==> src/rtl/enigma_rotor_stage_if.sv <==
// ---------------------------------------------------------------------------
// enigma_rotor_stage_if
//   Letter request / response bundle of one Enigma rotor stage.
//   master (scrambler chain side): drives in_valid, dir, letter_in and
//                                  receives out_valid, letter_out, err.
//   slave  (rotor stage side)    : the opposite directions.
//   Parameter W : letter width.
// ---------------------------------------------------------------------------
interface enigma_rotor_stage_if #(
  parameter int W = 5
);
  logic         in_valid;
  logic         dir;
  logic [W-1:0] letter_in;
  logic         out_valid;
  logic [W-1:0] letter_out;
  logic         err;

  modport master (
    output in_valid, dir, letter_in,
    input  out_valid, letter_out, err
  );

  modport slave (
    input  in_valid, dir, letter_in,
    output out_valid, letter_out, err
  );
endinterface

==> src/rtl/enigma_rotor_stage.sv <==
// ---------------------------------------------------------------------------
// enigma_rotor_stage
//   One clocked Enigma wheel: holds position and ring setting, steps on a
//   keystroke (notch carry from the next-faster wheel, or always when FAST),
//   and substitutes one letter per request, forward or reverse, with a
//   registered one-cycle-latency result.
//
// Ports
//   clk, rst    system clock, synchronous active-high reset
//   key_press   one-cycle keystroke pulse (broadcast to every stage)
//   step_in     notch_out of the next-faster stage
//   notch_out   combinational, high while pos sits on the notch letter
//   cfg_load    load cfg_pos / cfg_ring (out-of-range values load 0)
//   cfg_pos     start position
//   cfg_ring    ring setting
//   pos         current position, for the display
//   bus         slave side of enigma_rotor_stage_if:
//                 in_valid/dir/letter_in request,
//                 out_valid/letter_out/err registered response
//
// Optional feature
//   ROTOR_DOUBLE_STEP_EN : when defined and MIDDLE=1 the wheel also steps off
//   its own notch, which gives the historical middle-wheel double step.
// ---------------------------------------------------------------------------
module enigma_rotor_stage #(
  parameter int ALPHA     = 26,
  parameter int W         = 5,
  parameter int ROTOR_SEL = 0,
  parameter int FAST      = 0,
  parameter int MIDDLE    = 0
) (
  input  logic                 clk,
  input  logic                 rst,
  input  logic                 key_press,
  input  logic                 step_in,
  output logic                 notch_out,
  input  logic                 cfg_load,
  input  logic [W-1:0]         cfg_pos,
  input  logic [W-1:0]         cfg_ring,
  output logic [W-1:0]         pos,
  enigma_rotor_stage_if.slave  bus
);

  localparam logic [W:0]   ALPHA_X  = (W+1)'(ALPHA);
  localparam logic [W-1:0] ALPHA_M1 = W'(ALPHA - 1);

  localparam int NOTCH = (ROTOR_SEL == 0) ? 16 :
                         (ROTOR_SEL == 1) ? 4  :
                         (ROTOR_SEL == 2) ? 21 : ALPHA - 1;

  // Historical wirings I, II, III as letter indices (A=0).
  localparam logic [4:0] WIRE_I [26] = '{
    5'd4,  5'd10, 5'd12, 5'd5,  5'd11, 5'd6,  5'd3,  5'd16, 5'd21,
    5'd25, 5'd13, 5'd19, 5'd14, 5'd22, 5'd24, 5'd7,  5'd23, 5'd20,
    5'd18, 5'd15, 5'd0,  5'd8,  5'd1,  5'd17, 5'd2,  5'd9};
  localparam logic [4:0] WIRE_II [26] = '{
    5'd0,  5'd9,  5'd3,  5'd10, 5'd18, 5'd8,  5'd17, 5'd20, 5'd23,
    5'd1,  5'd11, 5'd7,  5'd22, 5'd19, 5'd12, 5'd2,  5'd16, 5'd6,
    5'd25, 5'd13, 5'd15, 5'd24, 5'd5,  5'd21, 5'd14, 5'd4};
  localparam logic [4:0] WIRE_III [26] = '{
    5'd1,  5'd3,  5'd5,  5'd7,  5'd9,  5'd11, 5'd2,  5'd15, 5'd17,
    5'd19, 5'd23, 5'd21, 5'd25, 5'd13, 5'd24, 5'd4,  5'd8,  5'd22,
    5'd6,  5'd0,  5'd10, 5'd12, 5'd14, 5'd20, 5'd16, 5'd18};

  // Forward wiring. Inputs outside the alphabet map to 0; they only occur
  // on error requests whose result is discarded.
  function automatic logic [W-1:0] wire_fwd(input logic [W-1:0] s);
    logic [4:0]   idx;
    logic [W-1:0] r;
    idx = 5'(s);
    r   = '0;
    if ({1'b0, s} < ALPHA_X) begin
      case (ROTOR_SEL)
        0:       r = W'(WIRE_I[idx]);
        1:       r = W'(WIRE_II[idx]);
        2:       r = W'(WIRE_III[idx]);
        default: r = (s == ALPHA_M1) ? '0 : s + W'(1);
      endcase
    end
    return r;
  endfunction

  // Reverse wiring. For the table rotors the inverse is found by matching
  // every forward entry against s, so only one table has to be maintained.
  function automatic logic [W-1:0] wire_inv(input logic [W-1:0] s);
    logic [W-1:0] r;
    r = '0;
    if (ROTOR_SEL > 2) begin
      r = (s == '0) ? ALPHA_M1 : s - W'(1);
    end else begin
      for (int i = 0; i < ALPHA; i++) begin
        if (wire_fwd(W'(i)) == s) r = W'(i);
      end
    end
    return r;
  endfunction

  logic [W-1:0] ring;
  logic         out_valid_q;
  logic [W-1:0] letter_out_q;
  logic         err_q;

  logic         step_cond;
  logic         letter_bad;
  logic [W-1:0] cfg_pos_ok;
  logic [W-1:0] cfg_ring_ok;

  logic [W:0]   sum_a, a_mod, s_mod;
  logic [W-1:0] s_let, t_let;
  logic [W:0]   u_raw, u_mod, v_raw, v_mod;
  logic [W-1:0] sub_letter;

  assign notch_out = (pos == W'(NOTCH));

`ifdef ROTOR_DOUBLE_STEP_EN
  assign step_cond = (FAST != 0) || step_in || ((MIDDLE != 0) && notch_out);
`else
  logic unused_middle;
  assign unused_middle = (MIDDLE != 0);
  assign step_cond     = (FAST != 0) || step_in;
`endif

  assign letter_bad  = ({1'b0, bus.letter_in} >= ALPHA_X);
  assign cfg_pos_ok  = ({1'b0, cfg_pos}  < ALPHA_X) ? cfg_pos  : '0;
  assign cfg_ring_ok = ({1'b0, cfg_ring} < ALPHA_X) ? cfg_ring : '0;

  // Contact offset arithmetic: every add/subtract is brought back into
  // range with a single +/-ALPHA correction on a W+1-bit intermediate.
  always_comb begin
    sum_a = {1'b0, bus.letter_in} + {1'b0, pos};
    a_mod = (sum_a >= ALPHA_X) ? sum_a - ALPHA_X : sum_a;
    s_mod = (a_mod >= {1'b0, ring}) ? a_mod - {1'b0, ring}
                                    : a_mod + ALPHA_X - {1'b0, ring};
    s_let = s_mod[W-1:0];

    t_let = bus.dir ? wire_inv(s_let) : wire_fwd(s_let);

    u_raw = {1'b0, t_let} - {1'b0, pos};
    u_mod = (t_let < pos) ? u_raw + ALPHA_X : u_raw;
    v_raw = u_mod + {1'b0, ring};
    v_mod = (v_raw >= ALPHA_X) ? v_raw - ALPHA_X : v_raw;
    sub_letter = v_mod[W-1:0];
  end

  logic unused_hi;
  assign unused_hi = s_mod[W] ^ v_mod[W];

  always_ff @(posedge clk) begin
    if (rst) begin
      pos          <= '0;
      ring         <= '0;
      out_valid_q  <= 1'b0;
      letter_out_q <= '0;
      err_q        <= 1'b0;
    end else begin
      // A keystroke coinciding with a configuration load is dropped.
      if (cfg_load) begin
        pos  <= cfg_pos_ok;
        ring <= cfg_ring_ok;
      end else if (key_press && step_cond) begin
        pos <= (pos == ALPHA_M1) ? '0 : pos + W'(1);
      end

      out_valid_q <= bus.in_valid;
      if (bus.in_valid) begin
        if (letter_bad) begin
          letter_out_q <= '0;
          err_q        <= 1'b1;
        end else begin
          letter_out_q <= sub_letter;
          err_q        <= 1'b0;
        end
      end
    end
  end

  assign bus.out_valid  = out_valid_q;
  assign bus.letter_out = letter_out_q;
  assign bus.err        = err_q;

endmodule

==> src/flat_wrapper.sv <==
// flat-port wrapper written by rule: the top's interface ports become plain ports
module enigma_rotor_stage_flat 
#(
  parameter int ALPHA     = 26,
  parameter int W         = 5,
  parameter int ROTOR_SEL = 0,
  parameter int FAST      = 0,
  parameter int MIDDLE    = 0
)
  (clk, rst, key_press, step_in, notch_out, cfg_load, cfg_pos, cfg_ring, pos, bus_in_valid, bus_dir, bus_letter_in, bus_out_valid, bus_letter_out, bus_err);
  enigma_rotor_stage_if #(.W(W)) bus_i ();
  input  logic clk;
  input  logic rst;
  input  logic key_press;
  input  logic step_in;
  output logic notch_out;
  input  logic cfg_load;
  input  logic [W-1:0] cfg_pos;
  input  logic [W-1:0] cfg_ring;
  output logic [W-1:0] pos;
  input wire logic [$bits(bus_i.in_valid)-1:0] bus_in_valid;
  input wire logic [$bits(bus_i.dir)-1:0] bus_dir;
  input wire logic [$bits(bus_i.letter_in)-1:0] bus_letter_in;
  output wire logic [$bits(bus_i.out_valid)-1:0] bus_out_valid;
  output wire logic [$bits(bus_i.letter_out)-1:0] bus_letter_out;
  output wire logic [$bits(bus_i.err)-1:0] bus_err;
  assign bus_i.in_valid = bus_in_valid;
  assign bus_i.dir = bus_dir;
  assign bus_i.letter_in = bus_letter_in;
  assign bus_out_valid = bus_i.out_valid;
  assign bus_letter_out = bus_i.letter_out;
  assign bus_err = bus_i.err;
  enigma_rotor_stage #(.ALPHA(ALPHA), .W(W), .ROTOR_SEL(ROTOR_SEL), .FAST(FAST), .MIDDLE(MIDDLE)) u_core (.clk(clk), .rst(rst), .key_press(key_press), .step_in(step_in), .notch_out(notch_out), .cfg_load(cfg_load), .cfg_pos(cfg_pos), .cfg_ring(cfg_ring), .pos(pos), .bus(bus_i));
endmodule
==> config.mk <==
export PLATFORM = sky130hd
export DESIGN_NAME = enigma_rotor_stage_flat
export DESIGN_NICKNAME = d
export VERILOG_FILES = /design/src/rtl/enigma_rotor_stage_if.sv /design/src/rtl/enigma_rotor_stage.sv /design/src/flat_wrapper.sv
export SDC_FILE = /design/constraint.sdc
export NUM_CORES = 1
export LEC_CHECK = 0
export ABC_AREA = 1
export BUFFER_PORTS_ARGS = -buffer_cell sky130_fd_sc_hd__buf_2
export CORE_ASPECT_RATIO = 1.4
export CORE_MARGIN = 3
export CORE_UTILIZATION = 31
export DETAILED_ROUTE_END_ITERATION = 8
export GPL_TIMING_DRIVEN = 0
export PLACE_DENSITY = 0.56
export SETUP_SLACK_MARGIN = 0.5
export SYNTH_ARGS = -nofsm -noshare
export SYNTH_HDL_FRONTEND = slang
export SYNTH_SLANG_ARGS = --single-unit
==> constraint.sdc <==
create_clock -name clk -period 21.1 [get_ports clk]
set_input_delay 4.22 -clock clk [delete_from_list [all_inputs] [get_ports clk]]
set_output_delay 4.22 -clock clk [all_outputs]
set_load 0.03 [all_outputs]
## After elaboration in Yosys (flattened, before gate mapping)

Memories as Yosys holds them, arrays and structs flattened.
Index checks and enable logic that the tools add are counted.

- Bitwise gates (word level): 1
- Reductions and logical operators: 3
- Equality and inequality tests: 26
- Add/subtract/negate cells: 10
- Multiplexer cells: 40
- Order comparisons: 9

Operators with widths:

| operator | number |
|---|---|
| $mux 5 | 36 |
| $eq 5x5->1 const A | 10 |
| $eq 4x5->1 const A | 8 |
| $eq 3x5->1 const A | 3 |
| $lt 5x5->1 const B | 3 |
| $ge 6x5->1 const B | 2 |
| $mux 6 | 2 |
| $eq 2x5->1 const A | 2 |
| $eq 5x5->1 const B | 2 |
| $sub 5x5->5 | 2 |
| $add 5x5->6 | 1 |
| $add 6x5->6 | 1 |
| $add 6x5->6 const B | 1 |
| $ge 6x5->1 | 1 |
| $ge 6x6->1 const B | 1 |
| $not 5->6 | 1 |
| $sub 5x5->6 | 1 |
| $sub 6x5->6 const B | 1 |
| $add 5x1->5 const B | 1 |
| $add 5x5->5 const B | 1 |
| $eq 1x5->1 const A | 1 |
| $ge 5x5->1 const B | 1 |
| $logic_not 5->1 | 1 |
| $lt 5x5->1 | 1 |
| other kinds (4) | 5 |

- Bits of input ports: 22
- Memory bits (read-only): 160
- Word-level logic and storage cells: 95
- Memories: 1
- Flip-flop bits (word level): 17

Memories:

| name | words | width | rd ports | clocked after Yosys merged registers in | wr ports | line | text |
|---|---|---|---|---|---|---|---|
| (no name shown) | 32 | 5 | 1 | 0 | 0 | enigma_rotor_stage.sv:74 | `0: r = W'(WIRE_I[idx]);` |

## Depth between registers and ports, before layout

- Depth after elaboration: 40
- Depth in mapped cells: 60
- Mapped depth without buffers: 60

## Least setup slack after synthesis

Ideal clock, no wire load.

- Kind: input-to-reg
- Start point: input port bus_letter_in[0]
- End point: register u_core.letter_out_q[3] (netlist: u_core.bus.letter_out[3])
- Arrival: 11.627 ns
- Setup slack: 9.341 ns
- Path buffers: 0
- Stages: 59
- Setup time: 0.132 ns
- Path through: ha_1 -> inv_1 -> fa_1 -> inv_2 -> nand2_1 -> nand2_1 -> nand3_2 -> nand2_2 -> inv_2 -> o21ai_0 -> nand2_1 -> xnor2_1 -> inv_1 -> fa_1 -> a21oi_1 -> o21ai_4 -> nor2_8 -> nand2_8 -> [... 23 more ...] -> o21ai_0 -> nand2_1 -> a21oi_1 -> nand2_1 -> o31ai_1 -> ha_1 -> a21oi_1 -> nand2_1 -> nand2_1 -> nand2_1 -> a21oi_1 -> xor2_1 -> xor2_1 -> nor2_1 -> or2_2 -> xor2_1 -> nand2_1 -> a21oi_1

- Longest elaborated chain between the ends: 40

Ends and longest elaborated chain:

| element | line | text |
|---|---|---|
| from (decl) | flat_wrapper.sv:23 | `input wire logic [$bits(bus_i.letter_in)-1:0] bus_letter_in;` |
| $add 5x5->6 | enigma_rotor_stage.sv:130 | `sum_a = {1'b0, bus.letter_in} + {1'b0, pos};` |
| $sub 6x5->6 or $ge 6x5->1 (tied branches) | enigma_rotor_stage.sv:131 | `a_mod = (sum_a >= ALPHA_X) ? sum_a - ALPHA_X : sum_a;` |
| $mux 6 | enigma_rotor_stage.sv:131 |  |
| $add 5x5->5 | enigma_rotor_stage.sv:133 | `: a_mod + ALPHA_X - {1'b0, ring};` |
| $sub 5x5->5 | enigma_rotor_stage.sv:133 |  |
| $mux 5 | enigma_rotor_stage.sv:132 | `s_mod = (a_mod >= {1'b0, ring}) ? a_mod - {1'b0, ring}` |
| $eq 4x5->1 | enigma_rotor_stage.sv:92 | `if (wire_fwd(W'(i)) == s) r = W'(i);` |
| $mux 1 | enigma_rotor_stage.sv:92 |  |
| $mux 5 (24 in a row) | enigma_rotor_stage.sv:92 |  |
| $mux 5 | enigma_rotor_stage.sv:136 | `t_let = bus.dir ? wire_inv(s_let) : wire_fwd(s_let);` |
| $sub 5x5->6 | enigma_rotor_stage.sv:138 | `u_raw = {1'b0, t_let} - {1'b0, pos};` |
| $add 6x5->6 | enigma_rotor_stage.sv:139 | `u_mod = (t_let < pos) ? u_raw + ALPHA_X : u_raw;` |
| $mux 6 | enigma_rotor_stage.sv:139 |  |
| $add 6x5->6 | enigma_rotor_stage.sv:140 | `v_raw = u_mod + {1'b0, ring};` |
| $sub 5x5->5 or $ge 6x5->1 (tied branches) | enigma_rotor_stage.sv:141 | `v_mod = (v_raw >= ALPHA_X) ? v_raw - ALPHA_X : v_raw;` |
| $mux 5 | enigma_rotor_stage.sv:141 |  |
| $mux 5 (*) | enigma_rotor_stage.sv:166 | `if (letter_bad) begin` |
| to (signal assigned) | enigma_rotor_stage.sv:170 | `letter_out_q <= sub_letter;` |
| to (decl) | enigma_rotor_stage.sv:100 | `logic [W-1:0] letter_out_q;` |

Every way passes the cells marked *; elsewhere a longest branch is shown, timed or not. The select of a mux whose other input is x is not followed.
A chain may end at the register's enable or synchronous reset.

## Worst setup path in the final report

Same ends and word-level chain as after synthesis.

==> flow_summary_export.csv <==
group,metric,value,unit
status,outcome,"finished, final reports clean",
global_routing,globalRouteOverflowTotal,0,
setup_path,cp_data_arrival_time,12.76,ns
timing,finalCritPeriodShare,59.9,%
timing,drv_slew,0,
setup_path,crit_top_cell,"nand2_1",
setup_path,crit_required,21.21,ns
global_routing,grt_max_degree,11,
layout,nFillCells,1000,
global_routing,antenna_found_initial,0,
yosys,synth-main-ff-cell,"dfxtp_1",
yosys,synth_edf_count,0,
drt,wirelength,7070,um
timing,fin_skew,0.00539,ns
drt,dr.pass1.iters,4,
timing,finalHoldViolations,0,
timing,setup_viol,0,
layout,drive_gt1_share,17.9,%
cts,clock_path_buffers,2,
drt,drc_errors,0,
yosys,syn-num-nets,504,
worst_hold_path,worst_hold_path_type,"reg -> reg",
die,dieArea,10800,um2
die,rows,41,
yosys,synth_cells,437,
setup_path,worstPathMaxFanout,6,
cts,cts.clk_slew.worst_paths,0.05,ns
die,die_h,122,um
timing,worst_pin_slew,0.480,ns
setup_path,crit_type,"in -> reg",
yosys,synth_cell_types,45,
drt,num_vias,2884,
die,core-area,9180,um2
timing,max_freq,79.1,MHz
yosys,syn_avg_cell_area,6.77,um2
drt,drt_first_iter_violations,91,
layout,final_core_util,36.4,%
yosys,syn_area,2960,um2
timing,slew_headroom,67.6,%
global_routing,grt_util_all_layers,13.5,%
place,hpwl,6080,um
die,die_x,88.6,um
setup_path,cp_slowest_cell,"fa_1",
cts,tritoncts,"built",
job,maxCapViolCount,0,
global_routing,grt_pass1_wl,12100,um
global_routing,first_global_vias,2863,
cts,htreeDepth,1,
setup_path,r2r_setup_slack,11.92,ns
drt,wl_per_cell,12.1,um
cts,clock-sinks,17,
cts,cts_resized,0,
timing,fin_crit,12.64,ns
yosys,async_flop_share,0,%
layout,synthToLayoutAreaGrowth,13.0,%
cts,clock_latency,0.25,ns
setup_path,end_kind,"flop",
place,port_buffers,34,
drt,vias_per_cell,4.96,
layout,final_nets,543,
setup_path,slowest_delay,0.43,ns
cts,postCtsHoldBufs,0,
cts,cts_buffers,3,
die,ioPinCount,35,
die,start_util,32.2,%
timing,rsz0062_at_grt,"no",
timing,setup_tns,0,ns
cts,clock-root-buffer,"clkbuf_16",
yosys,ys_ff_latch,17,
yosys,yosysSeqAreaShare,11.5,%
cts,post_cts_buffers,0,
setup_path,worstSetupStartpointType,"primary input",
yosys,yosysWarnings,0,
layout,num_antenna_cells,0,
drt,ant_nets,0,
place,place.gp.congestion,0.914,
[critical path, delay by kind of cell]
family / cells / cell delay (ns)
and+or+nand+nor: 29 / 2.48
adders and majority gates: 7 / 2.22
AOI/OAI and AO/OA: 10 / 1.93
xor gates and xnor gates: 5 / 1.08
buffers and inverters: 9 / 0.81
[cell type report]
cell class / count / area, um2 / area share (%)
Timing Repair Buffer: 34 / 170 / 5.09
Clock buffer: 3 / 75.1 / 2.25
Multi-Input combinational cell: 343 / 2320 / 69.3
Inverter: 73 / 274 / 8.20
Buffer: 4 / 26.3 / 0.786
Sequential cell: 17 / 340 / 10.2
Tap cell: 107 / 134 / 4.00
Clock inverter: 1 / 5.00 / 0.150
[synthesized netlist by cell type (2+ instances only)]
master / number / area [um2]
xnor2_1: 8 / 70.1
fa_1: 6 / 120
nand2_8: 3 / 60.1
nand2_4: 6 / 67.6
nor2_1: 36 / 135
nand2_1: 86 / 323
inv_2: 7 / 26.3
inv_1: 65 / 244
clkbuf_1: 2 / 7.51
a21oi_1: 36 / 180
o211ai_1: 6 / 45.0
o31ai_1: 2 / 15.0
a32o_1: 2 / 20.0
nor2_8: 3 / 60.1
nand3b_1: 2 / 15.0
o21ai_0: 20 / 100
nor2_2: 3 / 18.8
o21ai_1: 5 / 25.0
xor2_1: 11 / 96.3
nor3_1: 5 / 25.0
nand2_2: 6 / 37.5
nor2_4: 2 / 22.5
dfxtp_1: 17 / 340
nand3_1: 24 / 120
nand3_2: 6 / 60.1
or2_2: 3 / 18.8
nand4_1: 2 / 12.5
a211oi_1: 5 / 37.5
ha_1: 39 / 488
a31oi_1: 3 / 18.8
a21oi_2: 2 / 17.5
[flip-flops by register name, summed over array words and instances (netlist names)]
name / cells
u_core.ring: 5
u_core.bus.letter_out: 5
u_core.bus.err: 1
u_core.bus.out_valid: 1
u_core.pos: 5
[layout by cell type, fill, tap and decap left out, types with 3 or more instances in the layout]
| cell type | count |
|---|---|
| a211oi_1 | 5 |
| a21oi_1 | 36 |
| a31oi_1 | 3 |
| buf_2 | 34 |
| clkbuf_16 | 3 |
| dfxtp_1 | 17 |
| fa_1 | 6 |
| ha_1 | 39 |
| inv_1 | 65 |
| inv_2 | 7 |
| nand2_1 | 86 |
| nand2_2 | 6 |
| nand2_4 | 6 |
| nand2_8 | 3 |
| nand3_1 | 24 |
| nand3_2 | 6 |
| nor2_1 | 36 |
| nor2_2 | 3 |
| nor2_8 | 3 |
| nor3_1 | 5 |
| o211ai_1 | 6 |
| o21ai_0 | 20 |
| o21ai_1 | 5 |
| or2_2 | 3 |
| xnor2_1 | 8 |
| xor2_1 | 11 |
[stage by stage]
stage	hold slack (ns)	setup slack [ns]	std cells	instance area, um2
finish	0.461	8.46	582	3340
floorplan	0.465	9.34	437	2960
CTS	0.464	8.37	582	3340
detailed placement	0.456	8.12	578	3260
global placement	0.452	8.32	578	3260
global route	0.494	7.44	582	3340
[cells by family after synthesis]
family / synth area share [%]
AO/OA/AOI/OAI: 17.2
multiplexers: 0.338
AND/OR/NAND/NOR: 34.1
buffers and inverters: 10.1
XOR/XNOR: 6.17
flip-flops: 11.5
adder cells (fa/ha/maj): 20.5
[metal layers]
layer	share of wire (%)	global-route usage, %
met5	0	0
met4	2.2	3.97
met3	3.6	0.947
met2	50	25.3
met1	44	16.1
[worst paths after layout]
| path | from | end | depth (start not counted) |
|---|---|---|---|
| worst max register to register | u_core.pos[0] | u_core.bus.letter_out[3] | 59 |
| worst min register to register | u_core.bus.letter_out[0] | u_core.bus.letter_out[0] | 2 |
| worst min-delay path | u_core.bus.letter_out[0] | u_core.bus.letter_out[0] | 2 |
| worst max-delay path | bus_letter_in[0] | u_core.bus.letter_out[3] | 60 |
Power is not shown: default switching activity piles up to over one toggle a cycle in this logic, so the estimate is an artifact.
